$ cat config.mk
export PLATFORM = sky130hd
export DESIGN_NAME = i2c_bus_arbiter
export DESIGN_NICKNAME = d
export VERILOG_FILES = /design/src/rtl/i2c_bus_arbiter.sv
export SDC_FILE = /design/constraint.sdc
export NUM_CORES = 1
export LEC_CHECK = 0
export ABC_AREA = 1
export BUFFER_PORTS_ARGS = -buffer_cell sky130_fd_sc_hd__buf_4
export CORE_ASPECT_RATIO = 1.75
export CORE_UTILIZATION = 50
export DETAILED_ROUTE_END_ITERATION = 8
export PLACE_DENSITY = 0.77
export SLEW_MARGIN = 10
export SYNTH_ARGS = -nofsm -noshare
export SYNTH_HDL_FRONTEND = slang
export SYNTH_SLANG_ARGS = --single-unit
$ cat constraint.sdc
create_clock -name clk -period 2.35 [get_ports clk]
set_input_delay 0.1175 -clock clk [delete_from_list [all_inputs] [get_ports clk]]
set_output_delay 0.1175 -clock clk [all_outputs]
set_load 0.005 [all_outputs]
$ cat src/rtl/i2c_bus_arbiter.sv
// Round-robin arbiter sharing one byte-level I2C master engine among NUM_REQ
// requesters: one addressed byte per grant, with an engine-completion timeout.
module i2c_bus_arbiter #(
  parameter int unsigned NUM_REQ = 4,
  parameter int unsigned ID_W    = 2,
  parameter logic [15:0] TIMEOUT = 16'd50000
) (
  input  logic                 clk,
  input  logic                 rst_n,
  input  logic [NUM_REQ-1:0]   req_valid,
  output logic [NUM_REQ-1:0]   req_ready,
  input  logic [NUM_REQ*7-1:0] req_addr,
  input  logic [NUM_REQ-1:0]   req_rw,
  input  logic [NUM_REQ*8-1:0] req_wdata,
  output logic [NUM_REQ-1:0]   rsp_valid,
  output logic [7:0]           rsp_rdata,
  output logic [1:0]           rsp_err,
  output logic [ID_W-1:0]      grant_id,
  output logic                 busy,
  output logic                 m_start,
  output logic [6:0]           m_addr,
  output logic                 m_rw,
  output logic [7:0]           m_wdata,
  input  logic                 m_busy,
  input  logic                 m_done,
  input  logic [7:0]           m_rdata,
  input  logic                 m_ack_err
);

  localparam int unsigned ADDR_W = 7;
  localparam int unsigned DATA_W = 8;
  localparam int unsigned CNT_W  = 16;

  localparam logic [1:0] ERR_OK   = 2'b00;
  localparam logic [1:0] ERR_NACK = 2'b01;
  localparam logic [1:0] ERR_TO   = 2'b10;

  typedef enum logic [1:0] {IDLE, ISSUE, WAIT, RESP} state_t;

  state_t              state_q, state_d;
  logic [ID_W-1:0]     last_grant_q, last_grant_d;
  logic [ID_W-1:0]     grant_id_q, grant_id_d;
  logic [CNT_W-1:0]    cnt_q, cnt_d;
  logic                m_start_q, m_start_d;
  logic [ADDR_W-1:0]   m_addr_q, m_addr_d;
  logic                m_rw_q, m_rw_d;
  logic [DATA_W-1:0]   m_wdata_q, m_wdata_d;
  logic [NUM_REQ-1:0]  rsp_valid_q, rsp_valid_d;
  logic [DATA_W-1:0]   rsp_rdata_q, rsp_rdata_d;
  logic [1:0]          rsp_err_q, rsp_err_d;
  logic                busy_q, busy_d;

  logic [ID_W-1:0]     pick;
  logic                pick_found;
  logic                accept;
  int unsigned         idx;
  logic [NUM_REQ-1:0]  rot;

  // Round-robin search starting just after the last completed grant.
  always_comb begin
    pick       = '0;
    pick_found = 1'b0;
    idx        = 0;
    rot        = '0;
    for (int unsigned i = 0; i < NUM_REQ; i++) begin
      idx = (32'(last_grant_q) + 32'd1 + i) % NUM_REQ;
      rot = req_valid >> idx;
      if (!pick_found && rot[0]) begin
        pick       = ID_W'(idx);
        pick_found = 1'b1;
      end
    end
  end

  assign accept    = (state_q == IDLE) && !m_busy && pick_found;
  assign req_ready = accept ? (NUM_REQ'(1) << pick) : '0;

  always_comb begin
    state_d      = state_q;
    last_grant_d = last_grant_q;
    grant_id_d   = grant_id_q;
    cnt_d        = cnt_q;
    m_start_d    = 1'b0;
    m_addr_d     = m_addr_q;
    m_rw_d       = m_rw_q;
    m_wdata_d    = m_wdata_q;
    rsp_valid_d  = '0;
    rsp_rdata_d  = rsp_rdata_q;
    rsp_err_d    = rsp_err_q;

    case (state_q)
      IDLE: begin
        if (accept) begin
          m_addr_d   = ADDR_W'(req_addr >> (32'(pick) * ADDR_W));
          m_wdata_d  = DATA_W'(req_wdata >> (32'(pick) * DATA_W));
          m_rw_d     = 1'((req_rw >> pick));
          grant_id_d = pick;
          m_start_d  = 1'b1;
          state_d    = ISSUE;
        end
      end
      ISSUE: begin
        cnt_d   = TIMEOUT;
        state_d = WAIT;
      end
      WAIT: begin
        // A completion in the final counted cycle still beats the timeout.
        if (cnt_q != '0) cnt_d = cnt_q - CNT_W'(1);
        if (m_done) begin
          rsp_rdata_d = m_rw_q ? m_rdata : '0;
          rsp_err_d   = m_ack_err ? ERR_NACK : ERR_OK;
          rsp_valid_d = NUM_REQ'(1) << grant_id_q;
          state_d     = RESP;
        end else if (cnt_q <= CNT_W'(1)) begin
          rsp_rdata_d = '0;
          rsp_err_d   = ERR_TO;
          rsp_valid_d = NUM_REQ'(1) << grant_id_q;
          state_d     = RESP;
        end
      end
      RESP: begin
        last_grant_d = grant_id_q;
        state_d      = IDLE;
      end
      default: state_d = IDLE;
    endcase

    busy_d = (state_d != IDLE);
  end

  always_ff @(posedge clk or negedge rst_n) begin
    if (!rst_n) begin
      state_q      <= IDLE;
      last_grant_q <= ID_W'(NUM_REQ - 1);
      grant_id_q   <= '0;
      cnt_q        <= '0;
      m_start_q    <= 1'b0;
      m_addr_q     <= '0;
      m_rw_q       <= 1'b0;
      m_wdata_q    <= '0;
      rsp_valid_q  <= '0;
      rsp_rdata_q  <= '0;
      rsp_err_q    <= ERR_OK;
      busy_q       <= 1'b0;
    end else begin
      state_q      <= state_d;
      last_grant_q <= last_grant_d;
      grant_id_q   <= grant_id_d;
      cnt_q        <= cnt_d;
      m_start_q    <= m_start_d;
      m_addr_q     <= m_addr_d;
      m_rw_q       <= m_rw_d;
      m_wdata_q    <= m_wdata_d;
      rsp_valid_q  <= rsp_valid_d;
      rsp_rdata_q  <= rsp_rdata_d;
      rsp_err_q    <= rsp_err_d;
      busy_q       <= busy_d;
    end
  end

  assign rsp_valid = rsp_valid_q;
  assign rsp_rdata = rsp_rdata_q;
  assign rsp_err   = rsp_err_q;
  assign grant_id  = grant_id_q;
  assign busy      = busy_q;
  assign m_start   = m_start_q;
  assign m_addr    = m_addr_q;
  assign m_rw      = m_rw_q;
  assign m_wdata   = m_wdata_q;

endmodule

==> results.md <==
- Critical R2R Launch: last_grant_q[0]
- Initial antenna violation count: 0
- Vias: 3704
- P_leak: 2.646 nW
- RSZ-0062 raised after global routing: yes
- Routability Congestion: 0.8877
- Non-filler cells, final: 715
- Crit path cell chain: inv_4, nand2_1, nand2_1, nand2_2, nand2_4, nor2_4, nand2_2, or2_4, nand3_4, inv_4, nand2_2, nor2_1, buf_4
- H-Tree Depth: 2
- Top_reg_cell synth: dfrtp_1
- Seq/Total Area, Yosys: 39.33%
- Min-delay src: m_ack_err
- Die span in y: 111.8 um
- Combinational Power Share: 66.1%
- Hold Path Sink: rsp_err[0]
- Unique masters post-synth: 35
- Max Cap Viol: 0
- Clock sink total: 54
- Most frequent cells in the layout: nand2_1, buf_4, dfrtp_1, nand3_1, inv_1
- Mean post-synth cell area: 7.010 sq um
- Gate Count Post-Synth: 491
- Crit share post-route: 99.19%
- CTS tree: yes
- Reg2Reg Setup Slack: 0.08 ns
- Hold Path Class: in2reg
- Synth-to-layout area growth: 39.19%
- Placed cells: 680
- Rel. slew slack: 54.74%
- Hold path cells: 3
- Max stage delay on crit path: 0.57 ns
- Worst-Skew Late Latency: 0.29 ns
- Number of synthesized register bits: 54
- Worst Max-Slew Pin Slew: 0.6789 ns
- Layout cell share with drive strength beyond 1: 31.44%
- Inserted Clock Buffers: 5
- Buffers & Inverters on Critical Path: 3
- Post-route ant nets: 0
- CP delay by family, top: simple AND/OR/NAND/NOR gates
- FFs w/ async S/R, synth: 100.0%
- Cell repeated most along the worst path: nand2_2
- # fillers: 569
- Per-cell routed wire length: 14.18 um
- Crit path arrival time: 2.21 ns
- Sequential Power Share: 22.6%
- Core Box Area: 6588 sq um
- Mapped Area: 3442 sq um
- Total Routing Usage GR: 27.82%
- Vias in the first global route: 3618
- PD cells: 1406 nW/um^2
- DRC: 0
- R2R cell count: 16
- Worst path required time: 2.23 ns
- FMAX: 429.0 MHz
- Gr ovfl total: 0
- Die Area: 7233 sq um
- Reg clk slew, reported paths: 0.07 ns
- Worst Path Max Fanout: 10
- First-pass GRT wire length: 15.74 mm
- Slew Limit Fails: 0
- Critical path capture point type: primary output
- Buffers on Ports: 118
- Effective utilization at floorplan: 52.25%
- Final hold slack: 0.06297 ns
- Layout Nets: 721
- 1st-iter DRT viols: 243
- Reg-to-Reg End: m_wdata[1]
- Final WL: 10.14 mm
- Sw power: 0.003199 W
- Fin worst setup slack: 0.01911 ns
- Antenna diode count: 0
- Mapped Nets: 580
- Site Rows: 39
- DRT Pass-1 Iters: 5
- CTS max path bufs: 2
- Clock share of power: 11.2%
- Largest net degree at the start of global routing: 55
- Die width: 64.72 um
- Final Hold Viols: 0
- Skew final: 0.003330 ns
- Post-Place Worst Slack: -0.06000 ns
- Startpoint Class: flip-flop
- Internal power: 0.003535 W
- Worst IR Drop VDD: 0.0009649 V
- Commonest non-fill, non-tap cell in the layout: nand2_1
- Clk root buf: clkbuf_16
- Status: finished clean
- IO Count: 119
- Synth warn: 0
- Switching fraction of total power: 47.50%
- Slowest cell on crit path: dfstp_2
- Final setup fails: 0
- CP Class: reg2out
- EDFF count, synth: 0
- Final worst path period need: 2.331 ns
- Vias per inst: 5.180
- Post-DP HPWL: 6.939 mm
repair_timing:
item	4_1_cts	5_1_grt
buffers inserted	15	8
cloned	1	2
setup endpoints to repair	18	20
gates resized for setup	0	21
pin swaps	3	6
hold buffers	1	0
hold endpoints to repair	52	0
worst max path at each step:
stage                         start      endpoint  slack [ns]  cells past startpoint
floorplan           last_grant_q[0]  req_ready[2]        0.47                     12
global placement    last_grant_q[0]    m_wdata[1]        0.01                     14
detailed placement  last_grant_q[0]    m_wdata[1]       -0.06                     14
CTS                 last_grant_q[1]  req_ready[0]      -0.003                     12
global route        last_grant_q[0]  req_ready[2]       -0.08                     11
finish              last_grant_q[0]  req_ready[2]        0.02                     13
stage by stage:
| stage | util (%) | setup TNS [ns] | cell area [sq um] | total power, W |
|---|---|---|---|---|
| finish | 72.73 | 0 | 4791 | 0.006734 |
| global route | 72.73 | -0.9391 | 4791 | 0.007300 |
| CTS | 70.16 | -0.002652 | 4622 | 0.006255 |
| detailed placement | 65.66 | -0.1703 | 4325 | 0.005031 |
| global placement | 65.66 | 0 | 4325 | 0.004979 |
| floorplan | - | 0 | 3442 | 0.004253 |
layout make-up:
cell class / count / area (sq um) / area share [%]
repair buffers: 148 / 1155 / 24.11
clock inverters: 2 / 12.51 / 0.2612
clock buffers: 6 / 138.9 / 2.899
flip-flops and latches: 54 / 1354 / 28.26
multi-input cells: 388 / 1887 / 39.38
inverters: 35 / 141.4 / 2.951
well taps: 82 / 102.6 / 2.142
cells in the mapped netlist, types with 3 or more instances:
master / number / share of area [%]
dfrtp_1: 52 / 38
o21ai_2: 3 / 0.76
nand2_2: 9 / 1.6
ha_1: 8 / 2.9
buf_6: 10 / 3.3
buf_2: 3 / 0.44
inv_2: 3 / 0.33
nor3_1: 9 / 1.3
o21ai_0: 19 / 2.8
nor2_4: 3 / 0.98
inv_1: 31 / 3.4
nor2_1: 20 / 2.2
nor2_2: 3 / 0.55
xor2_1: 5 / 1.3
nand2_1: 238 / 26
nand3_1: 48 / 7.0
o22ai_1: 3 / 0.55
worst min-delay path, cell delays in order:
cell and delay [ns]:
buf_4 0.08, nand3_1 0.06, nand2_1 0.07
flip-flops by register name, summed over array words and instances, names as in the netlist:
name	flops
cnt_q	16
m_wdata	8
rsp_rdata	8
m_addr	7
rsp_valid	4
grant_id	2
last_grant_q	2
rsp_err	2
state_q	2
busy	1
m_rw	1
m_start	1
kinds of logic (layout without fill, tap and decap cells):
group | count (synthesis) | in the layout | share of synthesized area, %
AO/OA/AOI/OAI | 31 | 31 | 5.235
XOR/XNOR | 6 | 6 | 1.527
AND/OR/NAND/NOR | 340 | 343 | 42.68
buffers and inverters | 52 | 191 | 8.324
adder cells (fa/ha/maj) | 8 | 8 | 2.908
flip-flops | 54 | 54 | 39.33
power by group through the flow:
stage	sequential, W	clock [W]	combinational [W]
after floorplan	0.00148	0	0.00277
after global placement	0.00154	0	0.00343
after detailed placement	0.00155	0	0.00348
after CTS	0.00152	0.000772	0.00396
after global routing	0.00156	0.000811	0.00493
final	0.00152	0.000757	0.00445
layer usage:
layer	global-route usage [%]	up-vias	part of all wire [%]
li1	-	1827	-
met1	29.31	1678	35
met2	50.76	164	55
met3	4.508	35	4.6
met4	14.81	0	4.7
met5	0	-	0
No activity file was read; power rests on OpenSTA's default activity.
